===== src/rtl/usi_spi_pkg.sv =====
// usi_spi_pkg: shared states, SPI mode encodings and counter-width helper
package usi_spi_pkg;
  typedef enum logic [2:0] {IDLE, SETUP, SHIFT, HOLD, GAP} state_t;
  localparam logic [1:0] MODE0 = 2'b00;
  localparam logic [1:0] MODE1 = 2'b01;
  localparam logic [1:0] MODE2 = 2'b10;
  localparam logic [1:0] MODE3 = 2'b11;
  function automatic int bcnt_w(input int n);
    return $clog2(n + 1);
  endfunction
endpackage


===== src/rtl/usi_spi_master_drv_if.sv =====
// usi_spi_master_drv_if: config, word handshake and SPI pin bundle
interface usi_spi_master_drv_if #(
  parameter int DATA_W  = 8,
  parameter int NSS_NUM = 1,
  parameter int DIV_W   = 8,
  parameter int SEL_W   = (NSS_NUM > 1) ? $clog2(NSS_NUM) : 1
) ();
  logic               cfg_cpol;
  logic               cfg_cpha;
  logic               cfg_lsb_first;
  logic [DIV_W-1:0]   cfg_div;
  logic [SEL_W-1:0]   cfg_nss_sel;
  logic               tx_valid;
  logic               tx_ready;
  logic [DATA_W-1:0]  tx_data;
  logic               rx_valid;
  logic [DATA_W-1:0]  rx_data;
  logic               busy;
  logic               sck;
  logic               mosi;
  logic               miso;
  logic [NSS_NUM-1:0] nss_n;
  modport master (
    input  cfg_cpol, cfg_cpha, cfg_lsb_first, cfg_div, cfg_nss_sel, tx_valid, tx_data, miso,
    output tx_ready, rx_valid, rx_data, busy, sck, mosi, nss_n
  );
  modport slave (
    output cfg_cpol, cfg_cpha, cfg_lsb_first, cfg_div, cfg_nss_sel, tx_valid, tx_data, miso,
    input  tx_ready, rx_valid, rx_data, busy, sck, mosi, nss_n
  );
endinterface


===== src/rtl/usi_spi_clkgen.sv =====
// usi_spi_clkgen: half-period counter producing a one-cycle strobe at terminal count
module usi_spi_clkgen #(
  parameter int DIV_W = 8
) (
  input  logic             clk,
  input  logic             rst,
  input  logic             i_clr,
  input  logic             i_en,
  input  logic [DIV_W-1:0] i_div,
  output logic             o_strobe
);
  logic [DIV_W-1:0] r_cnt;
  assign o_strobe = i_en && (r_cnt == i_div);
  // Count 0..i_div and restart; wrapping at terminal count keeps full-width dividers safe
  always_ff @(posedge clk) begin
    if (rst || i_clr) r_cnt <= '0;
    else if (i_en) r_cnt <= o_strobe ? '0 : r_cnt + DIV_W'(1);
  end
endmodule


===== src/rtl/usi_spi_master_drv.sv =====
// usi_spi_master_drv: parametrised full-duplex SPI master engine
module usi_spi_master_drv
  import usi_spi_pkg::*;
#(
  parameter int DATA_W  = 8,
  parameter int NSS_NUM = 1,
  parameter int DIV_W   = 8,
  parameter int SEL_W   = (NSS_NUM > 1) ? $clog2(NSS_NUM) : 1
) (
  input logic                  clk,
  input logic                  rst,
  usi_spi_master_drv_if.master io_bus
);
  localparam int BCNT_W = bcnt_w(DATA_W);
  localparam int EDGE_W = bcnt_w(2 * DATA_W);
  localparam logic [EDGE_W-1:0] LAST_EDGE = EDGE_W'(2 * DATA_W - 1);
  state_t              r_state, w_next;
  logic                r_cpha, r_lsb, r_sck, r_mosi, r_rx_valid;
  logic [DIV_W-1:0]    r_div;
  logic [DATA_W-1:0]   r_tx, r_rx, r_rx_data, w_ord, w_rev_tx, w_rev_rx;
  logic [BCNT_W-1:0]   r_bits, w_bits_nx;
  logic [EDGE_W-1:0]   r_edge;
  logic [NSS_NUM-1:0]  r_nss_n, w_nss_sel;
  logic [SEL_W-1:0]    w_sel;
  logic                w_accept, w_strobe, w_lead, w_sample, w_advance, w_last, w_done;

  assign io_bus.tx_ready = (r_state == IDLE) && !rst;
  assign io_bus.busy     = (r_state != IDLE);
  assign io_bus.sck      = r_sck;
  assign io_bus.mosi     = r_mosi;
  assign io_bus.nss_n    = r_nss_n;
  assign io_bus.rx_valid = r_rx_valid;
  assign io_bus.rx_data  = r_rx_data;

  assign w_accept  = io_bus.tx_valid && io_bus.tx_ready;
  assign w_sel     = io_bus.cfg_nss_sel;
  assign w_rev_tx  = {<<{io_bus.tx_data}};
  assign w_rev_rx  = {<<{r_rx}};
  assign w_ord     = io_bus.cfg_lsb_first ? w_rev_tx : io_bus.tx_data;
  assign w_lead    = !r_edge[0];
  assign w_last    = (r_edge == LAST_EDGE);
  assign w_sample  = r_cpha ^ w_lead;
  assign w_advance = r_cpha ? w_lead : (!w_lead && !w_last);
  assign w_bits_nx = r_bits + BCNT_W'(w_sample);
  assign w_done    = w_strobe && w_last && (w_bits_nx == BCNT_W'(DATA_W));

  usi_spi_clkgen #(.DIV_W(DIV_W)) u_clkgen (
    .clk      (clk),
    .rst      (rst),
    .i_clr    (r_state != w_next),
    .i_en     (r_state != IDLE),
    .i_div    (r_div),
    .o_strobe (w_strobe)
  );

  // Decode the requested chip select; out-of-range indices leave every line high
  always_comb begin
    w_nss_sel = '1;
    for (int i = 0; i < NSS_NUM; i++) w_nss_sel[i] = (int'(w_sel) != i);
  end

  // State register
  always_ff @(posedge clk) begin
    if (rst) r_state <= IDLE;
    else r_state <= w_next;
  end

  // Next-state logic: every non-idle state ends on a half-period strobe
  always_comb begin
    w_next = r_state;
    unique case (r_state)
      IDLE:    if (w_accept) w_next = SETUP;
      SETUP:   if (w_strobe) w_next = SHIFT;
      SHIFT:   if (w_done)   w_next = HOLD;
      HOLD:    if (w_strobe) w_next = GAP;
      GAP:     if (w_strobe) w_next = IDLE;
      default: w_next = IDLE;
    endcase
  end

  // Datapath: latch config at accept, shift on strobes, publish word leaving HOLD
  always_ff @(posedge clk) begin
    if (rst) begin
      r_cpha     <= 1'b0;
      r_lsb      <= 1'b0;
      r_div      <= '0;
      r_tx       <= '0;
      r_rx       <= '0;
      r_bits     <= '0;
      r_edge     <= '0;
      r_sck      <= 1'b0;
      r_mosi     <= 1'b0;
      r_nss_n    <= '1;
      r_rx_valid <= 1'b0;
      r_rx_data  <= '0;
    end else begin
      r_rx_valid <= 1'b0;
      if (r_state == IDLE) begin
        r_sck <= io_bus.cfg_cpol;
        if (w_accept) begin
          r_cpha  <= io_bus.cfg_cpha;
          r_lsb   <= io_bus.cfg_lsb_first;
          r_div   <= io_bus.cfg_div;
          r_tx    <= io_bus.cfg_cpha ? w_ord : w_ord << 1;
          r_mosi  <= !io_bus.cfg_cpha && w_ord[DATA_W-1];
          r_nss_n <= w_nss_sel;
          r_rx    <= '0;
          r_bits  <= '0;
          r_edge  <= '0;
        end
      end
      if (r_state == SHIFT && w_strobe) begin
        r_sck  <= ~r_sck;
        r_edge <= r_edge + EDGE_W'(1);
        if (w_sample) begin
          r_rx   <= {r_rx[DATA_W-2:0], io_bus.miso};
          r_bits <= w_bits_nx;
        end
        if (w_advance) begin
          r_mosi <= r_tx[DATA_W-1];
          r_tx   <= r_tx << 1;
        end
      end
      if (r_state == HOLD && w_strobe) begin
        r_nss_n    <= '1;
        r_rx_data  <= r_lsb ? w_rev_rx : r_rx;
        r_rx_valid <= 1'b1;
      end
    end
  end
endmodule


===== src/flat_wrapper.sv =====
// flat-port wrapper written by rule: the top's interface ports become plain ports
module usi_spi_master_drv_flat import usi_spi_pkg::*;
#(
  parameter int DATA_W  = 8,
  parameter int NSS_NUM = 1,
  parameter int DIV_W   = 8,
  parameter int SEL_W   = (NSS_NUM > 1) ? $clog2(NSS_NUM) : 1
)
  (clk, rst, io_bus_cfg_cpol, io_bus_cfg_cpha, io_bus_cfg_lsb_first, io_bus_cfg_div, io_bus_cfg_nss_sel, io_bus_tx_valid, io_bus_tx_data, io_bus_miso, io_bus_tx_ready, io_bus_rx_valid, io_bus_rx_data, io_bus_busy, io_bus_sck, io_bus_mosi, io_bus_nss_n);
  usi_spi_master_drv_if #(.DATA_W(DATA_W), .NSS_NUM(NSS_NUM), .DIV_W(DIV_W), .SEL_W(SEL_W)) io_bus_i ();
  input logic clk;
  input logic rst;
  input wire logic [$bits(io_bus_i.cfg_cpol)-1:0] io_bus_cfg_cpol;
  input wire logic [$bits(io_bus_i.cfg_cpha)-1:0] io_bus_cfg_cpha;
  input wire logic [$bits(io_bus_i.cfg_lsb_first)-1:0] io_bus_cfg_lsb_first;
  input wire logic [$bits(io_bus_i.cfg_div)-1:0] io_bus_cfg_div;
  input wire logic [$bits(io_bus_i.cfg_nss_sel)-1:0] io_bus_cfg_nss_sel;
  input wire logic [$bits(io_bus_i.tx_valid)-1:0] io_bus_tx_valid;
  input wire logic [$bits(io_bus_i.tx_data)-1:0] io_bus_tx_data;
  input wire logic [$bits(io_bus_i.miso)-1:0] io_bus_miso;
  output wire logic [$bits(io_bus_i.tx_ready)-1:0] io_bus_tx_ready;
  output wire logic [$bits(io_bus_i.rx_valid)-1:0] io_bus_rx_valid;
  output wire logic [$bits(io_bus_i.rx_data)-1:0] io_bus_rx_data;
  output wire logic [$bits(io_bus_i.busy)-1:0] io_bus_busy;
  output wire logic [$bits(io_bus_i.sck)-1:0] io_bus_sck;
  output wire logic [$bits(io_bus_i.mosi)-1:0] io_bus_mosi;
  output wire logic [$bits(io_bus_i.nss_n)-1:0] io_bus_nss_n;
  assign io_bus_i.cfg_cpol = io_bus_cfg_cpol;
  assign io_bus_i.cfg_cpha = io_bus_cfg_cpha;
  assign io_bus_i.cfg_lsb_first = io_bus_cfg_lsb_first;
  assign io_bus_i.cfg_div = io_bus_cfg_div;
  assign io_bus_i.cfg_nss_sel = io_bus_cfg_nss_sel;
  assign io_bus_i.tx_valid = io_bus_tx_valid;
  assign io_bus_i.tx_data = io_bus_tx_data;
  assign io_bus_i.miso = io_bus_miso;
  assign io_bus_tx_ready = io_bus_i.tx_ready;
  assign io_bus_rx_valid = io_bus_i.rx_valid;
  assign io_bus_rx_data = io_bus_i.rx_data;
  assign io_bus_busy = io_bus_i.busy;
  assign io_bus_sck = io_bus_i.sck;
  assign io_bus_mosi = io_bus_i.mosi;
  assign io_bus_nss_n = io_bus_i.nss_n;
  usi_spi_master_drv #(.DATA_W(DATA_W), .NSS_NUM(NSS_NUM), .DIV_W(DIV_W), .SEL_W(SEL_W)) u_core (.clk(clk), .rst(rst), .io_bus(io_bus_i));
endmodule

===== config.mk =====
export PLATFORM = sky130hd
export DESIGN_NAME = usi_spi_master_drv_flat
export DESIGN_NICKNAME = d
export VERILOG_FILES = /design/src/rtl/usi_spi_pkg.sv /design/src/rtl/usi_spi_master_drv_if.sv /design/src/rtl/usi_spi_clkgen.sv /design/src/rtl/usi_spi_master_drv.sv /design/src/flat_wrapper.sv
export SDC_FILE = /design/constraint.sdc
export NUM_CORES = 1
export LEC_CHECK = 0
export ABC_AREA = 1
export CORE_ASPECT_RATIO = 0.8
export CORE_MARGIN = 5
export CORE_UTILIZATION = 25
export CTS_BUF_LIST = sky130_fd_sc_hd__clkbuf_2
export CTS_CLUSTER_DIAMETER = 100
export DETAILED_ROUTE_END_ITERATION = 10
export GPL_ROUTABILITY_DRIVEN = 0
export PLACE_DENSITY = 0.53
export REMOVE_ABC_BUFFERS = 1
export SYNTH_ARGS = -nofsm -noshare
export SYNTH_HDL_FRONTEND = slang
export SYNTH_SLANG_ARGS = --single-unit

===== constraint.sdc =====
create_clock -name clk -period 2.58 [get_ports clk]
set_input_delay 0.258 -clock clk [delete_from_list [all_inputs] [get_ports clk]]
set_output_delay 0.258 -clock clk [all_outputs]
set_load 0.02 [all_outputs]

-- Yosys cells after proc, flatten, opt, wreduce, memory -nomap -nowiden
Cells that the tools add are included.
- flip-flop bits (word level): 58
- output and inout bits: 14
- $add $sub $neg: 3
- eq/ne operators: 8
- mux-type cells: 33
- bitwise logic cells: 2
- reduce and logical (&&, ||, !) cells: 21
- operator list (cell ; count):
    2-to-1 mux 8 bit ; 12
    2-to-1 mux 4 bit ; 4
    2-to-1 mux 3 bit ; 5
    2-to-1 mux 5 bit ; 3
    one-hot mux 3 bit (5 select lines) ; 1
    logical AND 1 bit ; 9
    adder 8 x 1 -> 8 bit, second input constant ; 1
    == test 8 bit ; 1
    2-to-1 mux 1 bit ; 8
    == test 3 x 2 -> 1 bit, second input constant ; 2
    adder 5 x 1 -> 5 bit, second input constant ; 1
    == test 5 x 4 -> 1 bit, second input constant ; 1
    adder 4 x 1 -> 4 bit ; 1
    == test 4 bit, second input constant ; 1
    zero test 1 bit ; 4
    AND reduction 2 bit ; 2
    nonzero test 2 bit ; 2
    == test 3 x 1 -> 1 bit, second input constant ; 1
    == test 3 bit, second input constant ; 1
    zero test 3 bit ; 1
    inequality test 3 bit ; 1
    nonzero test 3 bit ; 1
    OR reduction 2 bit ; 1
    logical OR 1 bit ; 1
    2 further kinds ; 2

-- Longest topological paths before layout
Gate-level depths: netlist of the first run.
- depth after elaboration: 9
- mapped depth: 16

-- Hierarchy
A second synthesis of the first run with hierarchy kept.
- cell total of the unflattened synthesis: 449
- area total of the unflattened synthesis: 3030.4 sq um
- modules (own cells, without submodules) (module ; times used ; cells an instance ; area each (sq um) ; seq. area each (sq um)):
    usi_spi_master_drv ; 1 ; 347 ; 2451.1 ; 1001.0
    usi_spi_clkgen ; 1 ; 102 ; 579.3 ; 160.2

-- Worst setup path before layout of the first run
No wires, ideal clock.
- path kind: register to register
- start point: register u_core.r_edge[0]
- end point: register u_core.u_clkgen.r_cnt[0]
- library setup time: 0.120 ns
- arrival: 1.831 ns
- data required time: 2.460 ns
- path slack: 0.629 ns
- stages on the path, launching flop included: 15
- path buffers: 0
- period minus slack after synthesis: 1.951 ns
- cells stage by stage: dfxtp_1 -> nor2_1 -> nor2_1 -> ha_1 -> ha_1 -> inv_1 -> nand2_1 -> nor2_1 -> nand3_1 -> nor2_1 -> nand3_1 -> nand2_1 -> o21bai_1 -> nand2_1 -> nor2_1
- word-level cells in the longest chain between the ends: 9
- elaborated cells between the ends (all ways): 11
- those cells by class: 1 x add/sub; 3 x eq/ne; 2 x mux; 1 x bitwise; 4 x reduce/logical
- RTL lines (what ; line ; RTL):
    start, declared ; usi_spi_master_drv.sv:22 ; logic [EDGE_W-1:0] r_edge;
    start signal, assigned ; usi_spi_master_drv.sv:114 ; r_edge <= r_edge + EDGE_W'(1);
    zero test 1 bit ; usi_spi_master_drv.sv:40 ; assign w_lead = !r_edge[0];
    XOR 1 bit ; usi_spi_master_drv.sv:42 ; assign w_sample = r_cpha ^ w_lead;
    adder 4 x 1 -> 4 bit ; usi_spi_master_drv.sv:44 ; assign w_bits_nx = r_bits + BCNT_W'(w_sample);
    == test 4 bit ; usi_spi_master_drv.sv:45 ; assign w_done = w_strobe && w_last && (w_bits_nx == BCNT_W'(DATA_W));
    logical AND 1 bit (*) ; usi_spi_master_drv.sv:45 ;
    2-to-1 mux 3 bit (*) ; usi_spi_master_drv.sv:74 ; SHIFT: if (w_done) w_next = HOLD;
    one-hot mux 3 bit (5 select lines) (*) ; usi_spi_master_drv.sv:71 ; unique case (r_state)
    inequality test 3 bit (*) ; usi_spi_master_drv.sv:50 ; .i_clr (r_state != w_next),
    logical OR 1 bit (*) ; usi_spi_clkgen.sv:16 ; if (rst || i_clr) r_cnt <= '0;
    end signal, assigned ; usi_spi_clkgen.sv:17 ; else if (i_en) r_cnt <= o_strobe ? '0 : r_cnt + DIV_W'(1);
    end, declared ; usi_spi_clkgen.sv:12 ; logic [DIV_W-1:0] r_cnt;
Mark *: on every way between the ends. The rest lies on a longest branch, timed or not.
A chain may end at the register's enable or synchronous reset.

-- Worst setup path after layout of the first run
- start point: register u_core.r_state[0]
- end point: output io_bus_tx_ready
- word-level cells in the longest chain between the ends: 2
- RTL lines (what ; line ; RTL):
    start, declared ; usi_spi_master_drv.sv:17 ; state_t r_state, w_next;
    start signal, assigned ; usi_spi_master_drv.sv:65 ; else r_state <= w_next;
    zero test 3 bit ; usi_spi_master_drv.sv:27 ; assign io_bus.tx_ready = (r_state == IDLE) && !rst;
    logical AND 1 bit ; usi_spi_master_drv.sv:27 ;
    end, declared ; flat_wrapper.sv:21 ; output wire logic [$bits(io_bus_i.tx_ready)-1:0] io_bus_tx_ready;
Every way passes these cells.

==> results of run 1 <==
==> registers in the layout, summed over array words and instances (netlist names), 3 cells and up <==
name,count
u_core.u_clkgen.r_cnt,8
u_core.r_rx,8
u_core.r_edge,5
u_core.r_tx,8
u_core.io_bus.rx_data,8
u_core.r_bits,4
u_core.r_state,3
u_core.r_div,8
==> worst min-delay path: cells and delay by family <==
kind                   cells  cell delay, ps
AND/OR/NAND/NOR            1              70
AO/OA/AOI/OAI              1              50
buffers and inverters      1             410
==> Yosys cell counts, drive strengths merged <==
cell type / count / share of area, %
a21oi: 24 / 3.9
xnor2: 1 / 0.29
clkbuf: 8 / 0.99
xor2: 8 / 2.3
o31ai: 1 / 0.25
o21a: 1 / 0.25
o21ai: 63 / 11
o21bai: 2 / 0.49
buf: 9 / 2.1
nand4: 2 / 0.41
nor3: 5 / 1.4
dfxtp: 58 / 38
nand3: 10 / 1.6
nor2: 79 / 11
clkinv: 1 / 0.12
ha: 5 / 2.1
nand2: 121 / 16
inv: 65 / 8.0
==> cell families (layout without fill, tap and decap cells) <==
logic type	count (synthesis)	in the layout	share of synthesized area [%]
simple gates	217	217	29.9
xor+xnor	9	9	2.59
flops	58	58	38.2
compound gates	91	91	16.0
fa+ha+maj	5	5	2.06
buf+inv	83	123	11.3
==> layout make-up <==
class                      count  area (um2)  area share, %
clock buffer                   9        45.0           1.24
clock inverter                 7        60.1           1.65
inverter                      66         248           6.79
multi-input combinational    322        1540           42.3
sequential                    58        1160           31.8
tap                          152         190           5.22
timing repair buffer          41         400           11.0
==> path summary, 6_finish.rpt <==
check,start,to,slack (ps),depth (start not counted)
setup reg to reg,u_core.r_edge[0],u_core.u_clkgen.r_cnt[4],420,14
setup / recovery,u_core.r_state[0],io_bus_tx_ready,270,4
hold / removal,io_bus_cfg_div[2],u_core.r_div[2],340,3
hold reg to reg,u_core.io_bus.rx_data[7],u_core.io_bus.rx_data[7],450,2
==> power breakdown <==
| part | total (W) | internal (W) | switching [W] |
|---|---|---|---|
| logic | 0.000303 | 0.000119 | 0.000185 |
| clock network | 0.000551 | 0.000213 | 0.000338 |
| registers | 0.000952 | 0.000928 | 0.0000236 |
==> metrics by stage <==
stage | utilization [%] | hold slack (ps) | area [um2] | total power (W)
after floorplan | - | 325 | 2950 | 0.00116
after global placement | 29.3 | 433 | 3540 | 0.00127
after detailed placement | 29.3 | 434 | 3540 | 0.00128
after CTS | 30.2 | 285 | 3640 | 0.00185
after global routing | 30.2 | 298 | 3650 | 0.00192
final | 30.2 | 344 | 3650 | 0.00181
==> routing by layer <==
layer	vias to the layer above	GRT usage [%]	routed length (um)
met5	-	0	0
met4	0	3.30	72
met3	4	2.86	310
met2	46	15.5	2930
met1	1197	12.9	3490
li1	1512	-	-
==> what timing repair did <==
action | 4_1_cts | 5_1_grt
gates resized for setup | 0 | 1
hold buffers | 0 | 0
setup endpoints to repair | 0 | 6
==> flow_metrics.tcl, run 1 <==
set metrics [dict create \
    setup_viol_count_final 0 \
    worst-path-buf-inv 1 \
    yosysSeqAreaShare_pct 38.2 \
    fmax_mhz 433 \
    drv_slew 0 \
    die_h_um 109 \
    post_cts_buffers 0 \
    n_fill_cell 1352 \
    drive_above_1_share_pct 9.74 \
    p_leak_nw 1.52 \
    drc 0 \
    layout_common_cells "nand2_1, nor2_1, dfxtp_1" \
    slowest_delay_ps 630 \
    timing.final.crit_share_pct 89.5 \
    die_area_um2 14500 \
    syn_area_um2 3040 \
    hold_violations 0 \
    grt_use_total_pct 9.82 \
    start_util_pct 25.2 \
    nNetsFinal 527 \
    worstHoldPathType "in2reg" \
    crit_family "buffers and inverters" \
    layout_setup_ws_ps 271 \
    crit_chain "nor2_1, nand2_1, nor2_2, clkdlybuf4s50_1" \
    crit_path_max_fanout 11 \
    avgSynthCellArea_um2 6.57 \
    status "finished, final reports clean" \
    area.growth.synth_to_final_pct 19.8 \
    cap_violations 0 \
    synth_cell_types 29 \
    cts_buffers 9 \
    first_pass_iters 5 \
    rsz0062_at_grt "no" \
    antenna_found_initial 0 \
    peakVddDrop_mv 0.257 \
    cts_tree "yes" \
    setup-tns-final_ps 0 \
    worstPathRequired_ps 2320 \
    critical_path_class "reg2out" \
    pin_count 38 \
    first_global_vias 2500 \
    avgRoutedWirePerCell_um 10.4 \
    p_per_area_nw_per_um2 495 \
    num_antenna_cells 0 \
    finClkSkew_ps 19.4 \
    vias 2759 \
    tightestPinTransition_ps 467 \
    slowest_stage "clkdlybuf4s50_1" \
    dr.first_iter.drc_count 209 \
    final_common_cell "nand2_1" \
    ys_warn_count 0 \
    vias_per_cell 4.21 \
    dp_hpwl_mm 5.02 \
    dp_cells 639 \
    htreeDepth 3 \
    period_needed_ps 2310 \
    root_buffer "clkbuf_2" \
    clkSlewWorstSetupHoldPaths_ps 170 \
    grt_max_degree 33 \
    synth_cells 463 \
    rows 36 \
    start_kind "flip-flop" \
    ant_nets 0 \
    ys_ff_latch 58 \
    numPortBuffers 37 \
    core_area_um2 12100 \
    cp.arrival_ps 2050 \
    die_w_um 133 \
    grt_pass1_wl_mm 11.6 \
    finalNonFillerCells 655 \
    grt_overflow_total 0 \
    clock_latency_ps 460 \
    cts.sinks 58 \
    relSlewSlack_pct 68.7 \
    pre_cts_slack_ps 321 \
    end_kind "output port" \
    cts_max_path_buffers 2 \
    wirelength_mm 6.80 \
]
No activity file was read; power rests on OpenSTA's default activity.
==> run 2, diff against run 1 <==
--- a/config.mk
+++ b/config.mk
@@ -9,7 +9,6 @@
 export CORE_ASPECT_RATIO = 0.8
 export CORE_MARGIN = 5
 export CORE_UTILIZATION = 25
-export CTS_BUF_LIST = sky130_fd_sc_hd__clkbuf_2
 export CTS_CLUSTER_DIAMETER = 100
 export DETAILED_ROUTE_END_ITERATION = 10
 export GPL_ROUTABILITY_DRIVEN = 0
==> flow_metrics.tcl, run 2 (synthesized netlist as in run 1, its figures left out) <==
set metrics [dict create \
    pin_count 38 \
    antenna_found_initial 0 \
    area.growth.synth_to_final_pct 26.4 \
    drc 0 \
    dp_hpwl_mm 5.02 \
    clock_latency_ps 320 \
    rsz0062_at_grt "no" \
    tightestPinTransition_ps 467 \
    crit_path_start "u_core.r_edge[0]" \
    worstHoldPathType "reg2reg" \
    relSlewSlack_pct 68.7 \
    drive_above_1_share_pct 10.1 \
    dp_cells 639 \
    seqCellArea_um2 1160 \
    die_area_um2 14500 \
    cts_hold_buffers 0 \
    cap_violations 0 \
    clkSlewWorstSetupHoldPaths_ps 50 \
    finClkSkew_ps 6.75 \
    hp-start "u_core.io_bus.rx_data[7]" \
    p_per_area_nw_per_um2 638 \
    hold_violations 0 \
    start_kind "flip-flop" \
    root_buffer "clkbuf_16" \
    status "finished, final reports clean" \
    setup_viol_count_final 0 \
    grt_overflow_total 0 \
    crit_path_max_fanout 8 \
    post_cts_buffers 0 \
    p_leak_nw 1.61 \
    grt_use_total_pct 9.85 \
    worstReg2RegStart "u_core.r_edge[0]" \
    peakVddDrop_mv 0.286 \
    vias 2767 \
    n_fill_cell 1327 \
    finalNonFillerCells 655 \
    final_common_cell "nand2_1" \
    dr.first_iter.drc_count 178 \
    htreeDepth 3 \
    grt_max_degree 33 \
    end_kind "flip-flop" \
    rows 36 \
    die_w_um 133 \
    setup-tns-final_ps 0 \
    multi_input_comb_area_um2 1540 \
    cts_max_path_buffers 2 \
    critical_path_class "reg2reg" \
    period_needed_ps 2150 \
    wirelength_mm 6.87 \
    grt_pass1_wl_mm 11.7 \
    start_util_pct 25.2 \
    avgRoutedWirePerCell_um 10.5 \
    cts_buffers 9 \
    die_h_um 109 \
    num_antenna_cells 0 \
    vias_per_cell 4.22 \
    worstPathRequired_ps 2780 \
    core_area_um2 12100 \
    timing.final.crit_share_pct 83.2 \
    ant_nets 0 \
    numPortBuffers 37 \
    layout_common_cells "nand2_1, nor2_1, dfxtp_1" \
    fmax_mhz 466 \
    drv_slew 0 \
    cts.sinks 58 \
    cts_tree "yes" \
    nNetsFinal 527 \
    first_pass_iters 4 \
    cp.arrival_ps 2350 \
    first_global_vias 2515 \
]
[run 2: cell count changes in the layout (fill, tap and decap cells not counted)]
cell / previous run / this run
clkbuf_16: 0 / 9
clkbuf_2: 9 / 0
clkbuf_8: 0 / 2
clkinv_1: 3 / 1
[run 2: where the power goes]
part / total (W) / switching (W) / leakage [nW] / internal [W]
registers: 0.000953 / 0.0000237 / 0.470 / 0.000929
logic: 0.000304 / 0.000185 / 0.988 / 0.000119
clock network: 0.00120 / 0.000402 / 0.151 / 0.000793
[run 2: cell type report]
type | count | area share, %
inverter | 66 | 6.44
timing repair buffer | 41 | 10.4
multi-input combinational | 322 | 40.1
clock inverter | 5 | 1.37
clock buffer | 11 | 6.57
sequential | 58 | 30.2
tap | 152 | 4.94
[run 2: path summary, 6_finish.rpt]
check	to	slack, ps	cells past startpoint
max	u_core.u_clkgen.r_cnt[4]	430	14
min	u_core.io_bus.rx_data[7]	440	2
max reg2reg	u_core.u_clkgen.r_cnt[4]	430	14
min reg2reg	u_core.io_bus.rx_data[7]	440	2
[run 2: metal layers]
layer  GRT usage (%)  wire [um]
met5               0          0
met4            3.30         98
met3            2.58        308
met2            15.8       2940
met1            13.0       3520
[run 2: critical path, cell delays in order (launching register included)]
cell and delay, ps:
dfxtp_1 400, nor2_1 90, nor2_1 230, ha_1 260
ha_1 260, inv_1 60, nand2_1 40, nor2_1 80
nand3_1 70, nor2_1 100, nand3_1 70, nand2_1 80
o21bai_1 70, nand2_2 160, nor2_1 60
[run 2: stage by stage]
step	hold WS, ps	worst slack (ps)	utilization, %	total power (W)	area (um2)
final	441	432	31.9	0.00245	3850
after global routing	472	95.1	31.9	0.00257	3850
after CTS	446	316	31.8	0.00249	3840
after detailed placement	434	321	29.3	0.00128	3540
after global placement	433	448	29.3	0.00127	3540
after floorplan	325	444	-	0.00116	2950
[run 2: repair_timing]
| action | 4_1_cts | 5_1_grt |
|---|---|---|
| resized for setup | 0 | 1 |
| hold endpoints to repair | 0 | 0 |
| endpoints found under the setup margin | 0 | 1 |
